**src/rtl/writeback_arbiter.sv**
```systemverilog
// Two-slot result broadcast arbiter: one holding buffer per producer, round-robin
// selection of up to two buffered results per cycle onto registered bus outputs.
module writeback_arbiter #(
    parameter int NUM_REQ = 4,
    parameter int TAG_W   = 6,
    parameter int ROB_W   = 6,
    parameter int DATA_W  = 32
) (
    input  logic                      clk,
    input  logic                      reset,
    input  logic                      flush,
    input  logic [NUM_REQ-1:0]        req_valid,
    output logic [NUM_REQ-1:0]        req_ready,
    input  logic [NUM_REQ*TAG_W-1:0]  req_tag,
    input  logic [NUM_REQ*ROB_W-1:0]  req_rob,
    input  logic [NUM_REQ*DATA_W-1:0] req_value,
    output logic                      bus0_valid,
    output logic                      bus1_valid,
    output logic [TAG_W-1:0]          bus0_tag,
    output logic [TAG_W-1:0]          bus1_tag,
    output logic [ROB_W-1:0]          bus0_rob,
    output logic [ROB_W-1:0]          bus1_rob,
    output logic [DATA_W-1:0]         bus0_value,
    output logic [DATA_W-1:0]         bus1_value,
    output logic [1:0]                bus0_src,
    output logic [1:0]                bus1_src,
    output logic [15:0]               conflict_count
);
    localparam int PTR_W = (NUM_REQ > 1) ? $clog2(NUM_REQ) : 1;
    localparam int CNT_W = PTR_W + 1;

    logic [NUM_REQ-1:0]             buf_valid_q, buf_valid_d;
    logic [NUM_REQ-1:0][TAG_W-1:0]  buf_tag_q, buf_tag_d;
    logic [NUM_REQ-1:0][ROB_W-1:0]  buf_rob_q, buf_rob_d;
    logic [NUM_REQ-1:0][DATA_W-1:0] buf_value_q, buf_value_d;
    logic [PTR_W-1:0]               ptr_q, ptr_d;
    logic [15:0]                    conflict_q, conflict_d;
    logic                           bus0_valid_q, bus0_valid_d, bus1_valid_q, bus1_valid_d;
    logic [TAG_W-1:0]               bus0_tag_q, bus0_tag_d, bus1_tag_q, bus1_tag_d;
    logic [ROB_W-1:0]               bus0_rob_q, bus0_rob_d, bus1_rob_q, bus1_rob_d;
    logic [DATA_W-1:0]              bus0_value_q, bus0_value_d, bus1_value_q, bus1_value_d;
    logic [1:0]                     bus0_src_q, bus0_src_d, bus1_src_q, bus1_src_d;

    logic [CNT_W-1:0]               occ_cnt_s;
    logic [PTR_W-1:0]               idx_s, grant_a_idx_s, grant_b_idx_s, last_idx_s;
    logic                           grant_a_vld_s, grant_b_vld_s;
    logic [NUM_REQ-1:0]             granted_s, req_ready_s;

    // Round-robin scan from ptr over registered occupancy; also counts occupied buffers.
    always_comb begin
        occ_cnt_s     = {CNT_W{1'b0}};
        idx_s         = {PTR_W{1'b0}};
        grant_a_idx_s = {PTR_W{1'b0}};
        grant_b_idx_s = {PTR_W{1'b0}};
        for (int k = 0; k < NUM_REQ; k++) begin
            idx_s = PTR_W'((int'(ptr_q) + k) % NUM_REQ);
            grant_a_idx_s = (buf_valid_q[idx_s] && occ_cnt_s == CNT_W'(0)) ? idx_s : grant_a_idx_s;
            grant_b_idx_s = (buf_valid_q[idx_s] && occ_cnt_s == CNT_W'(1)) ? idx_s : grant_b_idx_s;
            occ_cnt_s     = occ_cnt_s + {{PTR_W{1'b0}}, buf_valid_q[idx_s]};
        end
        grant_a_vld_s = (occ_cnt_s >= CNT_W'(1));
        grant_b_vld_s = (occ_cnt_s >= CNT_W'(2));
        last_idx_s    = grant_b_vld_s ? grant_b_idx_s : grant_a_idx_s;
        for (int i = 0; i < NUM_REQ; i++) begin
            granted_s[i] = (grant_a_vld_s && grant_a_idx_s == PTR_W'(i)) ||
                           (grant_b_vld_s && grant_b_idx_s == PTR_W'(i));
        end
        req_ready_s = {NUM_REQ{~flush}} & (~buf_valid_q | granted_s);
    end

    assign req_ready = req_ready_s;

    // Buffer capture/clear: a granted buffer may be refilled on the same edge.
    always_comb begin
        buf_valid_d = buf_valid_q;
        buf_tag_d   = buf_tag_q;
        buf_rob_d   = buf_rob_q;
        buf_value_d = buf_value_q;
        for (int i = 0; i < NUM_REQ; i++) begin
            if (flush) begin
                buf_valid_d[i] = 1'b0;
            end else if (req_valid[i] && req_ready_s[i]) begin
                buf_valid_d[i] = 1'b1;
                buf_tag_d[i]   = req_tag[i*TAG_W +: TAG_W];
                buf_rob_d[i]   = req_rob[i*ROB_W +: ROB_W];
                buf_value_d[i] = req_value[i*DATA_W +: DATA_W];
            end else if (granted_s[i]) begin
                buf_valid_d[i] = 1'b0;
            end else begin
                buf_valid_d[i] = buf_valid_q[i];
            end
        end
    end

    // Next bus contents, pointer and saturating conflict counter.
    always_comb begin
        bus0_valid_d = ~flush & grant_a_vld_s;
        bus1_valid_d = ~flush & grant_b_vld_s;
        bus0_tag_d   = bus0_valid_d ? buf_tag_q[grant_a_idx_s]   : {TAG_W{1'b0}};
        bus0_rob_d   = bus0_valid_d ? buf_rob_q[grant_a_idx_s]   : {ROB_W{1'b0}};
        bus0_value_d = bus0_valid_d ? buf_value_q[grant_a_idx_s] : {DATA_W{1'b0}};
        bus0_src_d   = bus0_valid_d ? 2'(grant_a_idx_s)          : 2'b00;
        bus1_tag_d   = bus1_valid_d ? buf_tag_q[grant_b_idx_s]   : {TAG_W{1'b0}};
        bus1_rob_d   = bus1_valid_d ? buf_rob_q[grant_b_idx_s]   : {ROB_W{1'b0}};
        bus1_value_d = bus1_valid_d ? buf_value_q[grant_b_idx_s] : {DATA_W{1'b0}};
        bus1_src_d   = bus1_valid_d ? 2'(grant_b_idx_s)          : 2'b00;
        if (flush) begin
            ptr_d = {PTR_W{1'b0}};
        end else if (!grant_a_vld_s) begin
            ptr_d = ptr_q;
        end else if (last_idx_s == PTR_W'(NUM_REQ - 1)) begin
            ptr_d = {PTR_W{1'b0}};
        end else begin
            ptr_d = last_idx_s + PTR_W'(1);
        end
        conflict_d = (occ_cnt_s > CNT_W'(2) && conflict_q != 16'hFFFF) ? conflict_q + 16'd1 : conflict_q;
    end

    // State registers; asynchronous active-low reset discards everything.
    always_ff @(posedge clk or negedge reset) begin
        if (!reset) begin
            buf_valid_q  <= {NUM_REQ{1'b0}};
            buf_tag_q    <= '{default: {TAG_W{1'b0}}};
            buf_rob_q    <= '{default: {ROB_W{1'b0}}};
            buf_value_q  <= '{default: {DATA_W{1'b0}}};
            ptr_q        <= {PTR_W{1'b0}};
            conflict_q   <= 16'd0;
            bus0_valid_q <= 1'b0;
            bus1_valid_q <= 1'b0;
            bus0_tag_q   <= {TAG_W{1'b0}};
            bus1_tag_q   <= {TAG_W{1'b0}};
            bus0_rob_q   <= {ROB_W{1'b0}};
            bus1_rob_q   <= {ROB_W{1'b0}};
            bus0_value_q <= {DATA_W{1'b0}};
            bus1_value_q <= {DATA_W{1'b0}};
            bus0_src_q   <= 2'b00;
            bus1_src_q   <= 2'b00;
        end else begin
            buf_valid_q  <= buf_valid_d;
            buf_tag_q    <= buf_tag_d;
            buf_rob_q    <= buf_rob_d;
            buf_value_q  <= buf_value_d;
            ptr_q        <= ptr_d;
            conflict_q   <= conflict_d;
            bus0_valid_q <= bus0_valid_d;
            bus1_valid_q <= bus1_valid_d;
            bus0_tag_q   <= bus0_tag_d;
            bus1_tag_q   <= bus1_tag_d;
            bus0_rob_q   <= bus0_rob_d;
            bus1_rob_q   <= bus1_rob_d;
            bus0_value_q <= bus0_value_d;
            bus1_value_q <= bus1_value_d;
            bus0_src_q   <= bus0_src_d;
            bus1_src_q   <= bus1_src_d;
        end
    end

    assign bus0_valid     = bus0_valid_q;
    assign bus1_valid     = bus1_valid_q;
    assign bus0_tag       = bus0_tag_q;
    assign bus1_tag       = bus1_tag_q;
    assign bus0_rob       = bus0_rob_q;
    assign bus1_rob       = bus1_rob_q;
    assign bus0_value     = bus0_value_q;
    assign bus1_value     = bus1_value_q;
    assign bus0_src       = bus0_src_q;
    assign bus1_src       = bus1_src_q;
    assign conflict_count = conflict_q;
endmodule

```
**config.mk**
```make
export PLATFORM = sky130hd
export DESIGN_NAME = writeback_arbiter
export DESIGN_NICKNAME = d
export VERILOG_FILES = /design/src/rtl/writeback_arbiter.sv
export SDC_FILE = /design/constraint.sdc
export NUM_CORES = 1
export LEC_CHECK = 0
export CELL_PAD_IN_SITES_DETAIL_PLACEMENT = 1
export CELL_PAD_IN_SITES_GLOBAL_PLACEMENT = 1
export CORE_ASPECT_RATIO = 0.6
export CORE_MARGIN = 3
export CORE_UTILIZATION = 37
export DETAILED_ROUTE_END_ITERATION = 8
export PLACE_DENSITY = 0.84
export SLEW_MARGIN = 25
export SYNTH_ARGS = -nofsm -noshare
export SYNTH_HDL_FRONTEND = slang
export SYNTH_SLANG_ARGS = --single-unit
```
**constraint.sdc**
```tcl
create_clock -name clk -period 3.9 [get_ports clk]
set_input_delay 0.78 -clock clk [delete_from_list [all_inputs] [get_ports clk]]
set_output_delay 0.78 -clock clk [all_outputs]
set_load 0.02 [all_outputs]
```
**Yosys cells after proc, flatten, opt, wreduce, memory -nomap -nowiden**

Index checks and enable logic that the tools add are counted.

- Flip-flop bits (word level): 292
- Bits in latches: 0
- RAM bits: 0
- Bits in read-only memories: 0
- Bits of input ports: 183
- Output and inout bits: 114
- Word-level logic and storage cells: 149
- Memories: 0

- Add/subtract/negate cells: 8
- Multipliers: 0
- Div/mod/pow operators: 0
- $lt $le $gt $ge: 9
- Equality and inequality tests: 10
- Shifts and indexed selects: 0
- Muxes and demuxes: 51
- Bitwise operators: 6
- Reduce and logical (&&, ||, !) cells: 37

Operator list:

| operator | number |
|---|---|
| $bmux 32 s2 | 2 |
| $mux 32 | 4 |
| $bmux 6 s2 | 4 |
| $mux 6 | 8 |
| $mux 2 | 13 |
| $logic_and 1x1->1 | 19 |
| $lt 2x3->1 const B | 6 |
| $add 16x1->16 const B | 1 |
| $mux 1 | 16 |
| $ne 16x16->1 const B | 1 |
| $reduce_bool 3->1 | 4 |
| $eq 2x2->1 const B | 5 |
| $logic_not 3->1 | 3 |
| $bmux 1 s2 | 4 |
| $reduce_and 2->1 | 4 |
| $eq 2x1->1 const B | 3 |
| $add 2x1->2 const B | 2 |
| $add 2x2->2 const B | 2 |
| $and 4x4->4 | 1 |
| $logic_not 2->1 | 2 |
| $logic_or 1x1->1 | 4 |
| $not 4->4 | 1 |
| $or 4x4->4 | 1 |
| $add 2x1->3 | 1 |
| 9 further kinds | 10 |

**Logic depth before layout (Yosys ltp)**

- Word-level depth: 16
- Depth in mapped cells: 18
- Gate-level depth less buffers: 13

**Worst setup path after synthesis**

Ideal clock, no wire load.

- Kind: flip-flop to flip-flop
- From: reg ptr_q[1]
- To: reg buf_value_q[121] (netlist name)
- Library setup time: 0.128 ns
- Arrival time: 4.270 ns
- Required time: 3.772 ns
- Setup slack: -0.497 ns
- Cell stages (with the launch flop): 15
- Path buffers: 2
- Period minus slack after synthesis: 4.397 ns
- Cells stage by stage: dfrtp_1 -> buf_6 -> mux2_2 -> o21ai_0 -> ha_1 -> ha_1 -> ha_1 -> or3b_2 -> or3_1 -> and3_1 -> o41ai_1 -> a32o_1 -> nand2_1 -> buf_2 -> mux2_1

- Word-level cells in the longest chain between the ends: 15
- Elaborated cells on any way between the ends: 43
- Classes of those cells: 6 x add/sub; 2 x order compare; 4 x eq/ne; 15 x mux; 2 x bitwise; 14 x reduce/logical

RTL lines:

| element | line | text |
|---|---|---|
| start, declared | 36 | `logic [PTR_W-1:0] ptr_q, ptr_d;` |
| start signal, assigned | 126 | `ptr_q <= {PTR_W{1'b0}};` |
| start signal, assigned | 143 | `ptr_q <= ptr_d;` |
| parallel branches: the longest is 10 deep, another holds $add 2x1->3 | n/a |  |
| $logic_or 1x1->1 * | 65 | `granted_s[i] = (grant_a_vld_s && grant_a_idx_s == PTR_W'(i)) \|\|` |
| $or 4x4->4 * | 68 | `req_ready_s = {NUM_REQ{~flush}} & (~buf_valid_q \| granted_s);` |
| $and 4x4->4 * | 68 |  |
| via req_ready[3] | 13 | `output logic [NUM_REQ-1:0] req_ready,` |
| $logic_and 1x1->1 * | 82 | `end else if (req_valid[i] && req_ready_s[i]) begin` |
| $reduce_and 2->1 (no line) * | n/a |  |
| end signal, assigned | 142 | `buf_value_q <= buf_value_d;` |
| end, declared | 35 | `logic [NUM_REQ-1:0][DATA_W-1:0] buf_value_q, buf_value_d;` |

Mark *: on every way through the listed nets, which the timed path passes. The select of a mux whose other input is x is not followed.
A chain may end at the register's enable or synchronous reset.

**Final worst setup path**

- From: reg ptr_q[1]
- To: out req_ready[3]

- Word-level cells in the longest chain between the ends: 13
- Elaborated cells on any way between the ends: 41
- Classes of those cells: 6 x add/sub; 2 x order compare; 4 x eq/ne; 15 x mux; 2 x bitwise; 12 x reduce/logical

RTL lines:

| element | line |
|---|---|
| parallel branches: the longest is 10 deep, another holds $add 2x1->3 | n/a |
| $logic_or 1x1->1 * | 65 |
| $or 4x4->4 * | 68 |
| $and 4x4->4 * | 68 |
| end, declared | 13 |

Every way passes the cells marked *. The select of a mux whose other input is x is not followed.

==> run_results.csv <==
group,metric,value,unit
status,status,"finished with violations",
status,violations,"negative setup slack",
placement,hpwl,31.7,mm
critical_path,endpoint_kind,"output port",
placement,portBuffers,296,
logic_synthesis,avgSynthCellArea,12.8,sq um
timing,max-slew-margin-rel,0.443,
timing,fin_crit_sh,1.19,
detailed_routing,drt_iter0_drc,589,
timing,tightest_slew,836,ps
timing,hold_viol_final,0,
detailed_routing,post_drt_via_cell_ratio,5.46,
timing,setup_slack,-742,ps
detailed_routing,wl_per_cell,27.0,um
timing,finalSetupViolCount,247,
cts,cts_max_level,1,
logic_synthesis,synthArstFlopShare,1.00,
logic_synthesis,synthTopCellsByArea,"dfrtp_1, mux2_2, mux4_2, nand2_1, mux2_4",
timing,rsz0062_at_grt,"true",
global_routing,grt_pass1_vias,11851,
logic_synthesis,syn_inst,1056,
detailed_routing,firstDrtPassIters,5,
detailed_routing,dr_total_vias,10548,
cells_and_area,drive_above_1_share,0.300,
pwr,max-vdd-ir-drop,1.10,mV
logic_synthesis,synthDominantCellAreaShare,0.542,
timing,max_freq,0.215,GHz
die,boundaryPins,297,
logic_synthesis,syn_nets,1248,
pwr,internal_power,13700,uW
cts,numCtsBuffers,30,
logic_synthesis,synth_top_area_cell,"dfrtp_1",
die,die_area,38900,sq um
die,initial_utilization,0.380,
cts,clk_path_buf_depth,3,
global_routing,grtUsageTotal,0.267,
cells_and_area,fill_cells,3467,
cells_and_area,mostFrequentLayoutCell,"clkdlybuf4s50_1",
pwr,cellLeakagePower,0.00884,uW
logic_synthesis,yosysUniqueCellTypes,56,
cts,cts_sinks,292,
logic_synthesis,ys_seq_area_frac,0.542,
global_routing,overflow,0,
pwr,switching_share,0.425,
logic_synthesis,synth_seq_cells,292,
detailed_routing,drt_wl_total,52.1,mm
cts,cts_tree,"yes",
cts,path_clk_slew,70,ps
timing,period_needed,4640,ps
cells_and_area,nets,1626,
die,coreArea,35500,sq um
cells_and_area,final_area,19900,sq um
cells_and_area,regArea,7310,sq um
placement,postPlaceCellArea,17500,sq um
global_routing,grt_pass1_wl,77.3,mm
pwr,power.density,1200,nW/um^2
critical_path,worstPathRequired,3120,ps
min_path,holdCritPathClass,"in2async",
pwr,p_switching,10100,uW
cells_and_area,area_growth_syn_to_layout,47.5,%
die,die_h,154,um
die,rows,53,
cts,insertion_delay,580,ps
placement,gp_congestion,0.854,
logic_synthesis,synth-edff-count,0,
flow_run,drv_cap,0,
cts,root_buffer,"clkbuf_16",
cells_and_area,final_cell_mix,"clkdlybuf4s50_1, dfrtp_1, nand2_1",
global_routing,grt_max_degree,93,
pwr,combPwrFrac,0.648,
cells_and_area,multi_input_area,6310,sq um
global_routing,antenna_found_initial,9,
timing,drv_slew,0,
detailed_routing,drc_errors,0,
critical_path,worstSetupPathType,"reg2out",
detailed_routing,ant_nets,0,
pwr,clockPowerShare,0.126,
critical_path,critPathMaxFanout,5,
pwr,power_frac_seq,0.226,
timing,tns,-44880,ps
critical_path,worstPathArrival,3860,ps
logic_synthesis,ys.warnings.count,0,
die,die_width,253,um
logic_synthesis,netlist_area,13500,sq um
timing,finalClockSkew,22.9,ps
logic_synthesis,synthFlopType,"dfrtp_1",
critical_path,start_kind,"flop",
final timing paths:
path | startpoint | end | slack, ps | depth (start not counted)
min in group clk | conflict_count[10] | conflict_count[10] | 510 | 1
hold / removal | reset | buf_value_q[48] | 240 | 1
max in group asynchronous | reset | buf_rob_q[12] | 2740 | 2
setup reg to reg | ptr_q[1] | buf_value_q[12] | -430 | 16
setup / recovery | ptr_q[1] | req_ready[3] | -740 | 12
hold reg to reg | conflict_count[10] | conflict_count[10] | 510 | 1
through the flow:
stage	util	hold WS, ps	worst slack, ps	instances	power [uW]
floorplan	-	481	-49.9	1056	13200
global placement	0.492	493	-634	1814	17400
detailed placement	0.492	497	-739	1814	17900
CTS	0.557	262	-692	1922	23400
global route	0.561	277	-848	1932	25100
finish	0.561	238	-742	1932	23800
area by class of cell:
class                      count  area share
sequential                   292       0.367
multi-input combinational    677       0.317
timing repair buffer         420       0.233
clock buffer                  37      0.0406
tap                          467      0.0294
clock inverter                19     0.00955
inverter                      13     0.00245
antenna                        7    0.000880
repair_timing:
item                       4_1_cts  5_1_grt
setup endpoints to repair      251      273
hold buffers                     0        0
cloned                          18        0
setup buffers                   36        3
resized for setup              145       21
pin swaps                       17        4
synth_stat cells (all sizes together) (2+ instances only):
cell type  count
a31oi          4
nand2        193
nor3b          2
nand3b         2
inv           13
a21oi          6
nand4          3
a311oi        44
nor2          20
and2          45
a21o           3
or3b           2
xnor2         11
xor2           6
mux2         181
a211o          2
or2            4
fa             2
buf           32
and3          50
ha             7
mux4          45
dfrtp        292
nand3          5
mux2i          4
o221ai         2
or3            2
clkbuf        42
a21boi         3
nor3           4
o21ai          9
power groups by stage:
stage          registers, uW  clock network, uW  logic (uW)
6_report                5370               3010       15400
5_1_grt                 5520               3220       16400
4_1_cts                 5340               3050       15000
3_5_place_dp            5340                  0       12600
3_3_place_gp            5240                  0       12100
2_1_floorplan           5330                  0        7920
flip-flops by register name (all words and copies together) (netlist names):
register / count
bus0_value: 32
buf_rob_q: 24
bus1_tag: 6
bus0_rob: 6
bus0_valid: 1
bus0_src: 2
buf_valid_q: 4
bus1_valid: 1
buf_tag_q: 24
ptr_q: 2
buf_value_q: 128
bus1_value: 32
bus1_src: 2
bus0_tag: 6
conflict_count: 16
bus1_rob: 6
worst max-delay path, cell delays in order, from the launching register on:
cell and delay, ps:
dfrtp_2 440, mux2i_2 310, nand2_1 150, o21ai_4 140
ha_4 250, ha_4 160, ha_4 150, or3b_4 370
or3_4 380, and3_4 180, o41ai_4 390, a32o_2 220
buf_6 120
layer usage:
layer  wire [um]  GRT usage  share of wire  vias up
li1            -          -              -     4533
met1       22700      0.356           0.43     5577
met2       24500      0.430           0.47      340
met3        3340     0.0631          0.064       94
met4        1590     0.0908          0.031        4
met5          23          0        0.00044        -
cell families after synthesis:
family,after synthesis,share of synthesized area
AO/OA/AOI/OAI,86,0.0508
XOR/XNOR,17,0.0110
adder cells (fa/ha/maj),9,0.00946
buffers and inverters,87,0.0303
flip-flops,292,0.542
multiplexers,230,0.241
AND/OR/NAND/NOR,335,0.116
No activity file was read; power rests on OpenSTA's default activity.
